## src/rtl/muldiv_pkg.sv

```systemverilog
// Shared definitions for the iterative RV32M multiply/divide unit: funct3 encodings,
// FSM state encoding and the default datapath width.
package muldiv_pkg;

  localparam int unsigned XLEN_DEFAULT = 32;

  localparam logic [2:0] MD_MUL    = 3'b000;
  localparam logic [2:0] MD_MULH   = 3'b001;
  localparam logic [2:0] MD_MULHSU = 3'b010;
  localparam logic [2:0] MD_MULHU  = 3'b011;
  localparam logic [2:0] MD_DIV    = 3'b100;
  localparam logic [2:0] MD_DIVU   = 3'b101;
  localparam logic [2:0] MD_REM    = 3'b110;
  localparam logic [2:0] MD_REMU   = 3'b111;

  typedef logic [1:0] md_state_t;

  localparam md_state_t StIdle = 2'd0;
  localparam md_state_t StMul  = 2'd1;
  localparam md_state_t StDiv  = 2'd2;
  localparam md_state_t StDone = 2'd3;

endpackage

```

## src/rtl/muldiv_operand_prep.sv

```systemverilog
// Combinational operand conditioning: magnitudes, result signs and fast-path detection.
// MULDIV_ZERO_BYPASS_EN adds a zero-operand fast path returning 0.
module muldiv_operand_prep
  import muldiv_pkg::*;
#(
  parameter int unsigned XLEN = XLEN_DEFAULT
) (
  input  logic [2:0]      funct3_i,
  input  logic [XLEN-1:0] src_a_i,
  input  logic [XLEN-1:0] src_b_i,
  output logic [XLEN-1:0] abs_a_o,
  output logic [XLEN-1:0] abs_b_o,
  output logic            neg_result_o,
  output logic            rem_neg_o,
  output logic            fast_path_o,
  output logic [XLEN-1:0] fast_result_o
);

  localparam logic [XLEN-1:0] IntMin = {1'b1, {(XLEN-1){1'b0}}};

  logic is_div, a_signed, b_signed, a_neg, b_neg;
  logic div_zero, div_ovf, zero_byp;

  always_comb begin
    is_div   = funct3_i[2];
    a_signed = (funct3_i == MD_MUL) || (funct3_i == MD_MULH) || (funct3_i == MD_MULHSU) ||
               (funct3_i == MD_DIV) || (funct3_i == MD_REM);
    b_signed = (funct3_i == MD_MUL) || (funct3_i == MD_MULH) ||
               (funct3_i == MD_DIV) || (funct3_i == MD_REM);
    a_neg    = a_signed && src_a_i[XLEN-1];
    b_neg    = b_signed && src_b_i[XLEN-1];

    // -IntMin wraps to IntMin, which is still the correct unsigned magnitude
    abs_a_o      = a_neg ? -src_a_i : src_a_i;
    abs_b_o      = b_neg ? -src_b_i : src_b_i;
    neg_result_o = a_neg ^ b_neg;
    rem_neg_o    = a_neg;

    div_zero = is_div && (src_b_i == '0);
    div_ovf  = is_div && !funct3_i[0] && (src_a_i == IntMin) && (src_b_i == '1);
`ifdef MULDIV_ZERO_BYPASS_EN
    zero_byp = is_div ? ((src_a_i == '0) && (src_b_i != '0))
                      : ((src_a_i == '0) || (src_b_i == '0));
`else
    zero_byp = 1'b0;
`endif
    fast_path_o = div_zero || div_ovf || zero_byp;

    // funct3[1] selects remainder for the divide group
    if (div_zero) begin
      fast_result_o = funct3_i[1] ? src_a_i : '1;
    end else if (div_ovf) begin
      fast_result_o = funct3_i[1] ? '0 : src_a_i;
    end else begin
      fast_result_o = '0;
    end
  end

endmodule

```

## src/rtl/muldiv_sequencer.sv

```systemverilog
// Iterative RV32M multiply (shift-add) / divide (restoring) unit with pipeline stall control.
// Optional zero-operand fast path under MULDIV_ZERO_BYPASS_EN (see muldiv_operand_prep).
module muldiv_sequencer
  import muldiv_pkg::*;
#(
  parameter int unsigned XLEN  = XLEN_DEFAULT,
  parameter int unsigned CNT_W = 6
) (
  input  logic            clk,
  input  logic            rst_n,
  input  logic            start,
  input  logic            flush,
  input  logic [2:0]      funct3,
  input  logic [XLEN-1:0] src_a,
  input  logic [XLEN-1:0] src_b,
  output logic            stall,
  output logic            busy,
  output logic            done,
  output logic [XLEN-1:0] result
);

  md_state_t         state_q, state_d;
  logic [CNT_W-1:0]  cnt_q, cnt_d;
  logic [2:0]        op_q, op_d;
  logic              neg_q, neg_d, rem_neg_q, rem_neg_d;
  logic [XLEN-1:0]   mcand_q, mcand_d;
  logic [2*XLEN-1:0] prod_q, prod_d;
  logic [XLEN-1:0]   result_q, result_d;

  logic [XLEN-1:0]   abs_a, abs_b, fast_result;
  logic              neg_result, rem_neg, fast_path;

  muldiv_operand_prep #(.XLEN(XLEN)) u_prep (
    .funct3_i      (funct3),
    .src_a_i       (src_a),
    .src_b_i       (src_b),
    .abs_a_o       (abs_a),
    .abs_b_o       (abs_b),
    .neg_result_o  (neg_result),
    .rem_neg_o     (rem_neg),
    .fast_path_o   (fast_path),
    .fast_result_o (fast_result)
  );

  // prod_q is {acc, multiplier} for multiply and {remainder, quotient} for divide
  logic [XLEN:0]     sum, shifted, diff;
  logic [2*XLEN-1:0] mul_next, div_next, mul_signed;
  logic [XLEN-1:0]   quot, rem, mul_res, div_res;
  logic              last_iter;

  always_comb begin
    sum      = {1'b0, prod_q[2*XLEN-1:XLEN]} + (prod_q[0] ? {1'b0, mcand_q} : '0);
    mul_next = {sum, prod_q[XLEN-1:1]};

    shifted  = {prod_q[2*XLEN-1:XLEN], prod_q[XLEN-1]};
    diff     = shifted - {1'b0, mcand_q};
    div_next = diff[XLEN] ? {shifted[XLEN-1:0], prod_q[XLEN-2:0], 1'b0}
                          : {diff[XLEN-1:0], prod_q[XLEN-2:0], 1'b1};

    mul_signed = neg_q ? -mul_next : mul_next;
    mul_res    = (op_q == MD_MUL) ? mul_signed[XLEN-1:0] : mul_signed[2*XLEN-1:XLEN];
    quot       = neg_q ? -div_next[XLEN-1:0] : div_next[XLEN-1:0];
    rem        = rem_neg_q ? -div_next[2*XLEN-1:XLEN] : div_next[2*XLEN-1:XLEN];
    div_res    = op_q[1] ? rem : quot;
    last_iter  = (cnt_q == CNT_W'(XLEN - 1));
  end

  always_comb begin
    state_d   = state_q;
    cnt_d     = cnt_q;
    op_d      = op_q;
    neg_d     = neg_q;
    rem_neg_d = rem_neg_q;
    mcand_d   = mcand_q;
    prod_d    = prod_q;
    result_d  = result_q;

    case (state_q)
      StIdle: begin
        if (start && !flush) begin
          op_d      = funct3;
          neg_d     = neg_result;
          rem_neg_d = rem_neg;
          cnt_d     = '0;
          if (fast_path) begin
            result_d = fast_result;
            state_d  = StDone;
          end else begin
            mcand_d = abs_b;
            prod_d  = {{XLEN{1'b0}}, abs_a};
            state_d = funct3[2] ? StDiv : StMul;
          end
        end
      end
      StMul: begin
        prod_d = mul_next;
        cnt_d  = cnt_q + CNT_W'(1);
        if (last_iter) begin
          result_d = mul_res;
          state_d  = StDone;
        end
      end
      StDiv: begin
        prod_d = div_next;
        cnt_d  = cnt_q + CNT_W'(1);
        if (last_iter) begin
          result_d = div_res;
          state_d  = StDone;
        end
      end
      default: state_d = StIdle;
    endcase

    // A killed op must leave no trace on the architectural result
    if (flush) begin
      state_d  = StIdle;
      cnt_d    = '0;
      result_d = result_q;
    end
  end

  always_ff @(posedge clk or negedge rst_n) begin
    if (!rst_n) begin
      state_q   <= StIdle;
      cnt_q     <= '0;
      op_q      <= '0;
      neg_q     <= 1'b0;
      rem_neg_q <= 1'b0;
      mcand_q   <= '0;
      prod_q    <= '0;
      result_q  <= '0;
    end else begin
      state_q   <= state_d;
      cnt_q     <= cnt_d;
      op_q      <= op_d;
      neg_q     <= neg_d;
      rem_neg_q <= rem_neg_d;
      mcand_q   <= mcand_d;
      prod_q    <= prod_d;
      result_q  <= result_d;
    end
  end

  assign stall  = (start && (state_q == StIdle)) || (state_q == StMul) || (state_q == StDiv);
  assign busy   = (state_q != StIdle);
  assign done   = (state_q == StDone);
  assign result = result_q;

endmodule

```

## config.mk

```make
export PLATFORM = sky130hd
export DESIGN_NAME = muldiv_sequencer
export DESIGN_NICKNAME = d
export VERILOG_FILES = /design/src/rtl/muldiv_pkg.sv /design/src/rtl/muldiv_operand_prep.sv /design/src/rtl/muldiv_sequencer.sv
export SDC_FILE = /design/constraint.sdc
export NUM_CORES = 1
export LEC_CHECK = 0
export CAP_MARGIN = 0
export CORE_UTILIZATION = 40
export CTS_BUF_LIST = sky130_fd_sc_hd__clkbuf_4
export DETAILED_ROUTE_END_ITERATION = 12
export PLACE_DENSITY = 0.61
export SETUP_SLACK_MARGIN = 0.5
export SYNTH_ARGS = -nofsm -noshare
export SYNTH_HDL_FRONTEND = slang
export SYNTH_SLANG_ARGS = --single-unit
```

## constraint.sdc

```tcl
create_clock -name clk -period 7.1 [get_ports clk]
set_clock_uncertainty 0.2 [all_clocks]
set_input_delay 1.065 -clock clk [delete_from_list [all_inputs] [get_ports clk]]
set_output_delay 1.065 -clock clk [all_outputs]
set_load 0.01 [all_outputs]
```

# Word-level counts from Yosys, hierarchy flattened
# Cells that the tools add are included.
# W data, S select, Z words.
dict set report word_totals {
  regBits 141
  input_bits 71
  output_inout_bits 35
  wordCells 99
}
dict set report op_classes {
  add_sub_neg 8
  eq_ne 17
  n_mux 30
  n_bitwise 3
  n_reduce_logical 33
}
# operator count
set op_table {}
lappend op_table {{$mux W32} 15}
lappend op_table {{$mux W64} 4}
lappend op_table {{$pmux W64 S3} 1}
lappend op_table {{$neg A32 Y32} 4}
lappend op_table {{$pmux W32 S3} 1}
lappend op_table {{$eq A32 B32 Y1 const B} 2}
lappend op_table {{$neg A64 Y64} 1}
lappend op_table {{$add A32 B32 Y33} 1}
lappend op_table {{$sub A33 B32 Y33} 1}
lappend op_table {{$logic_not A32 Y1} 1}
lappend op_table {{$mux W6} 2}
lappend op_table {{$pmux W6 S2} 1}
lappend op_table {{$mux W2} 5}
lappend op_table {{$ne A2 B2 Y1 const B} 5}
lappend op_table {{$logic_or A1 B1 Y1} 9}
lappend op_table {{$logic_and A1 B1 Y1} 8}
lappend op_table {{$add A6 B1 Y6 const B} 1}
lappend op_table {{$eq A3 B3 Y1 const B} 2}
lappend op_table {{$eq A6 B5 Y1 const B} 1}
lappend op_table {{$logic_not A3 Y1} 2}
lappend op_table {{$reduce_and A2 Y1} 3}
lappend op_table {{$reduce_and A3 Y1} 2}
lappend op_table {{$reduce_and A6 Y1} 1}
lappend op_table {{$reduce_bool A3 Y1} 2}
lappend op_table {{13 further kinds} 16}

# Depth between registers and ports, before layout
dict set report depth {
  depth_word 10
  ltp_mapped 25
  depth_no_buf 22
}

# Cells and area by module
# A second synthesis with hierarchy kept.
dict set report unflattened {
  hier_cells 2343
  hier_area_um2 16945.0
}
# mod n_inst cells_each area_per_inst_um2 seq_area_each_um2
set modules_own_cells {}
lappend modules_own_cells {muldiv_sequencer 1 2073 15118.2 3528.4}
lappend modules_own_cells {muldiv_operand_prep 1 270 1826.8 0.0}

# Worst setup path before layout
# OpenSTA, ideal clock, no wires.
dict set report synth_timing {
  kind {register -> register}
  startpoint {register prod_q[31]}
  endpoint {register result_q[26], in the netlist result[26]}
  setup_ns 0.143
  t_arrival_ns 5.472
  required_ns 6.757
  path_slack_ns 1.286
  path_stages_with_launch 26
  n_path_buf 3
  synth_period_minus_slack_ns 5.814
  path_cell_list {dfrtp_1 > inv_1 > ha_1 > fa_1 > nand2b_1 > a21o_1 > a21oi_1 > a211o_1 > a21oi_1 > xnor2_1 > inv_2 > buf_1 > buf_1 > clkbuf_1 > nor2_1 > a21o_1 > inv_1 > ha_1 > and3_1 > or4b_2 > mux2i_1 > nand4_1 > a211oi_1 > mux2_2 > o211ai_1 > a41oi_1}
}
dict set report synth_between {
  elab_chain_cells 7
  elab_cells_between_ends 13
  classes_between {4 x add/sub; 9 x mux}
}
# item line
set synth_lines {}
lappend synth_lines {{start, declared} muldiv_sequencer.sv:27} ;# logic [2*XLEN-1:0] prod_q, prod_d;
lappend synth_lines {{start signal, assigned} muldiv_sequencer.sv:139} ;# prod_q <= prod_d;
lappend synth_lines {{$sub A33 B32 Y33} muldiv_sequencer.sv:56} ;# diff = shifted - {1'b0, mcand_q};
lappend synth_lines {{$mux W64} muldiv_sequencer.sv:57} ;# div_next = diff[XLEN] ? {shifted[XLEN-1:0], prod_q[XLEN-2:0], 1'b0}
lappend synth_lines {{$neg A32 Y32, on equally long branches} {muldiv_sequencer.sv:62, muldiv_sequencer.sv:63}}
lappend synth_lines {{$mux W32, on equally long branches} {muldiv_sequencer.sv:62, muldiv_sequencer.sv:63}}
lappend synth_lines {{$mux W32} muldiv_sequencer.sv:64} ;# div_res = op_q[1] ? rem : quot;
lappend synth_lines {{$mux W32} muldiv_sequencer.sv:106} ;# if (last_iter) begin
lappend synth_lines {{$pmux W32 S3 (*)} muldiv_sequencer.sv:78} ;# case (state_q)
lappend synth_lines {{end signal, assigned} muldiv_sequencer.sv:140} ;# result_q <= result_d;
lappend synth_lines {{end, declared} muldiv_sequencer.sv:28} ;# logic [XLEN-1:0] result_q, result_d;
# Every way passes the cells marked *; elsewhere a longest branch is shown, timed or not. The select of a mux whose other input is x is not followed.
# A chain may end at the register's enable or synchronous reset.

# Final worst setup path
dict set report layout_timing {
  startpoint {register prod_q[0]}
  endpoint {register result_q[30], in the netlist result[30]}
}
dict set report layout_between {
  elab_chain_cells 7
  elab_cells_between_ends 12
  classes_between {3 x add/sub; 9 x mux}
}
# item line
set layout_lines {}
lappend layout_lines {{$mux W32} muldiv_sequencer.sv:52} ;# sum = {1'b0, prod_q[2*XLEN-1:XLEN]} + (prod_q[0] ? {1'b0, mcand_q} : '0);
lappend layout_lines {{$add A32 B32 Y33} muldiv_sequencer.sv:52}
lappend layout_lines {{$neg A64 Y64} muldiv_sequencer.sv:60} ;# mul_signed = neg_q ? -mul_next : mul_next;
lappend layout_lines {{$mux W64} muldiv_sequencer.sv:60}
lappend layout_lines {{$mux W32} muldiv_sequencer.sv:61} ;# mul_res = (op_q == MD_MUL) ? mul_signed[XLEN-1:0] : mul_signed[2*XLEN-1:XLEN];
lappend layout_lines {{$mux W32} muldiv_sequencer.sv:98} ;# if (last_iter) begin
lappend layout_lines {{$pmux W32 S3 (*)} muldiv_sequencer.sv:78}
# Marks and branches as above.

==> results_dict.tcl <==
set metrics [dict create \
    status "completed" \
    grt_max_degree 96 \
    die_h_um 205 \
    worstPathArrival_ps 6350 \
    fin_area_um2 18200 \
    post-route-period-util_pct 84.6 \
    postPlaceCellArea_um2 17900 \
    vdd_ir_drop_max_mv 0.330 \
    syn_avg_cell_area_um2 7.27 \
    synthesis.area_um2 16600 \
    coreArea_um2 40800 \
    ff2ff_path_depth 16 \
    first_pass_iters 6 \
    final_antenna_net_count 0 \
    clk_path_buf_depth 2 \
    grt_pass1_wl_um 97600 \
    numCtsBuffers 17 \
    postCtsSetupBuffers 0 \
    r2r-end "result[30]" \
    multiInputGateArea_um2 12200 \
    syn_inst 2278 \
    cts_hold_buffers 0 \
    die-area_um2 42200 \
    drc_errors 0 \
    cts.sinks 141 \
    powerDensity_nw_per_um2 425 \
    ys_warn_count 0 \
    vias 17700 \
    synth-seq-cells 141 \
    dieWidth_um 205 \
    overflow 0 \
    maxCapViolations 0 \
    grt_usage_pct 30.4 \
    seq_area_um2 3530 \
    synth-edff-count 0 \
    r2r_slack_ps 1090 \
    tightest_slew_ps 1110 \
    avgViaCountPerCell 6.27 \
    synth.distinct_cells 92 \
    nNetsFinal 2422 \
    areaGrowthSynthToFinish_pct 10.1 \
    cp_top_family "compound AO/OA/AOI/OAI gates" \
    critical_path.cell_chain "clkinv_1, buf_4, nor2_1, ha_1, o21ai_0, a21oi_1, a221oi_1, o31ai_1, or3_1, a222oi_1, or4b_1, or2_1, o41ai_1, xnor2_1, a221oi_2, a21oi_1" \
    grt_pass1_vias 16200 \
    setup_tns_ps 0 \
    io_pins 106 \
    cts_root_buffer "clkbuf_4" \
    finalSetupViolCount 0 \
    postSynth.asyncResetShare_pct 100 \
    crit_path_end_kind "register" \
    cpMostUsedCell "a21oi_1" \
    gp_congestion 0.960 \
    max_freq_mhz 166 \
    cts_resized 0 \
    hold_class "in2async" \
    start_kind "register" \
    port_buffers 105 \
    rows 74 \
    wl_per_cell_um 22.7 \
    drive_gt1_share_pct 5.51 \
    htree_levels 4 \
    fin_crit_ps 6010 \
    required_ps 7440 \
    total_power_uw 7740 \
    synth_area_leaders "dfrtp_1 (21%), o21ai_0 (7.2%), xnor2_1 (7.0%)" \
    crit_buf_inv 2 \
    cts_tree "done" \
    max_stage_delay_ps 630 \
    initial_utilization_pct 40.5 \
    drtIter0Drc 1777 \
    grt_antenna_before_repair 4 \
    power.leakage_uw 0.00728 \
    placed_cells 2786 \
    crit_type "reg2reg" \
    r2r-start "prod_q[0]" \
    dpl.hpwl_um 49400 \
    synth_nets 2427 \
    clk_pin_slew_ps 140 \
    finalHoldViolations 0 \
    synth_top_area_share_pct 21.3 \
    yosysTopAreaCell "dfrtp_1" \
    n_fill_cell 4176 \
    fin_cells 2819 \
    wl_um 64000 \
    rsz0062_at_grt "false" \
    drv_slew 0 \
    crit_fanout 19 \
    seq_area_frac_synth_pct 21.3 \
    final_util_pct 44.6 \
    clk-insertion-delay-late_ps 650 \
    slew_headroom_pct 25.1 \
    cp_slowest_cell "clkinv_1" \
    ys.flop_type "dfrtp_1" \
]
how the worst max path moves through the flow:
stage / from / end / slack, ps / cells past startpoint
finish: prod_q[0] / result[30] / 1090 / 16
global placement: src_a[2] / prod_q[31] / 1120 / 11
global route: prod_q[0] / result[30] / 770 / 16
floorplan: prod_q[31] / result[26] / 1290 / 25
detailed placement: src_a[2] / prod_q[31] / 1100 / 11
CTS: prod_q[0] / result[30] / 1240 / 16
cell type report:
cell class	instances	area share, %
Clock inverter	15	1.05
Timing Repair Buffer	133	6.93
Sequential cell	141	19.4
Tap cell	532	3.65
Multi-Input combinational cell	1910	66.8
Clock buffer	17	0.701
Inverter	70	1.44
Antenna cell	1	0.0137
synthesized netlist by cell type (56+ instances only):
cell / number
inv_1: 66
xnor2_1: 132
o31ai_1: 73
xor2_1: 87
dfrtp_1: 141
nor3_1: 56
nor2_1: 193
clkbuf_1: 127
nand2_1: 307
o21ai_0: 239
a21oi_1: 144
ha_1: 76
per-layer routing:
layer / global-route usage, % / wire [µm] / share of wire [%] / vias up
met4: 11.9 / 2500 / 3.9 / 0
li1: - / - / - / 8307
met2: 45.7 / 27600 / 43 / 811
met1: 42.4 / 28300 / 44 / 8479
met3: 6.37 / 5620 / 8.8 / 91
met5: 0 / 0 / 0 / -
through the flow:
step           worst slack (ps)  hold slack [ps]
2_1_floorplan              1290              267
3_3_place_gp               1120              258
3_5_place_dp               1100              270
4_1_cts                    1240              258
5_1_grt                     772              279
6_report                   1090              258
power by group:
group | internal [µW] | leakage [µW] | switching, µW
Combinational | 2010 | 0.00530 | 3570
Sequential | 1110 | 0.00181 | 427
Clock | 250 | 0.000171 | 375
Total | 3370 | 0.00728 | 4370
cells by family (layout without fill, tap and decap cells):
family	Yosys count	in the layout	synth area share [%]
AND/OR/NAND/NOR	829	829	24.2
AO/OA/AOI/OAI	745	745	29.0
buffers and inverters	227	235	5.40
XOR/XNOR	219	219	11.6
flip-flops	141	141	21.3
adder cells (fa/ha/maj)	78	78	5.99
multiplexers	39	39	2.46
other	0	1	0
layout by cell type, fill, tap and decap left out, drive strengths merged, types with 21 or more instances in the layout:
cell,count
nand2,309
o21ai,245
nor2,193
a21oi,144
dfrtp,141
xnor2,132
clkdlybuf4s50,104
xor2,87
ha,76
o31ai,74
inv,69
nor3,57
or3,39
a221oi,35
a21o,34
buf,29
a22oi,28
nand3,27
mux2i,25
nand4,25
nand2b,24
nor4,24
or4,24
a211oi,23
o211ai,22
and2,21
a31oi,21
state kept, by name, summed over array words and instances (netlist names):
register / count
cnt_q: 6
neg_q: 1
op_q: 3
prod_q: 64
mcand_q: 32
state_q: 2
result: 32
rem_neg_q: 1
Power figures use the tool's default switching activity.
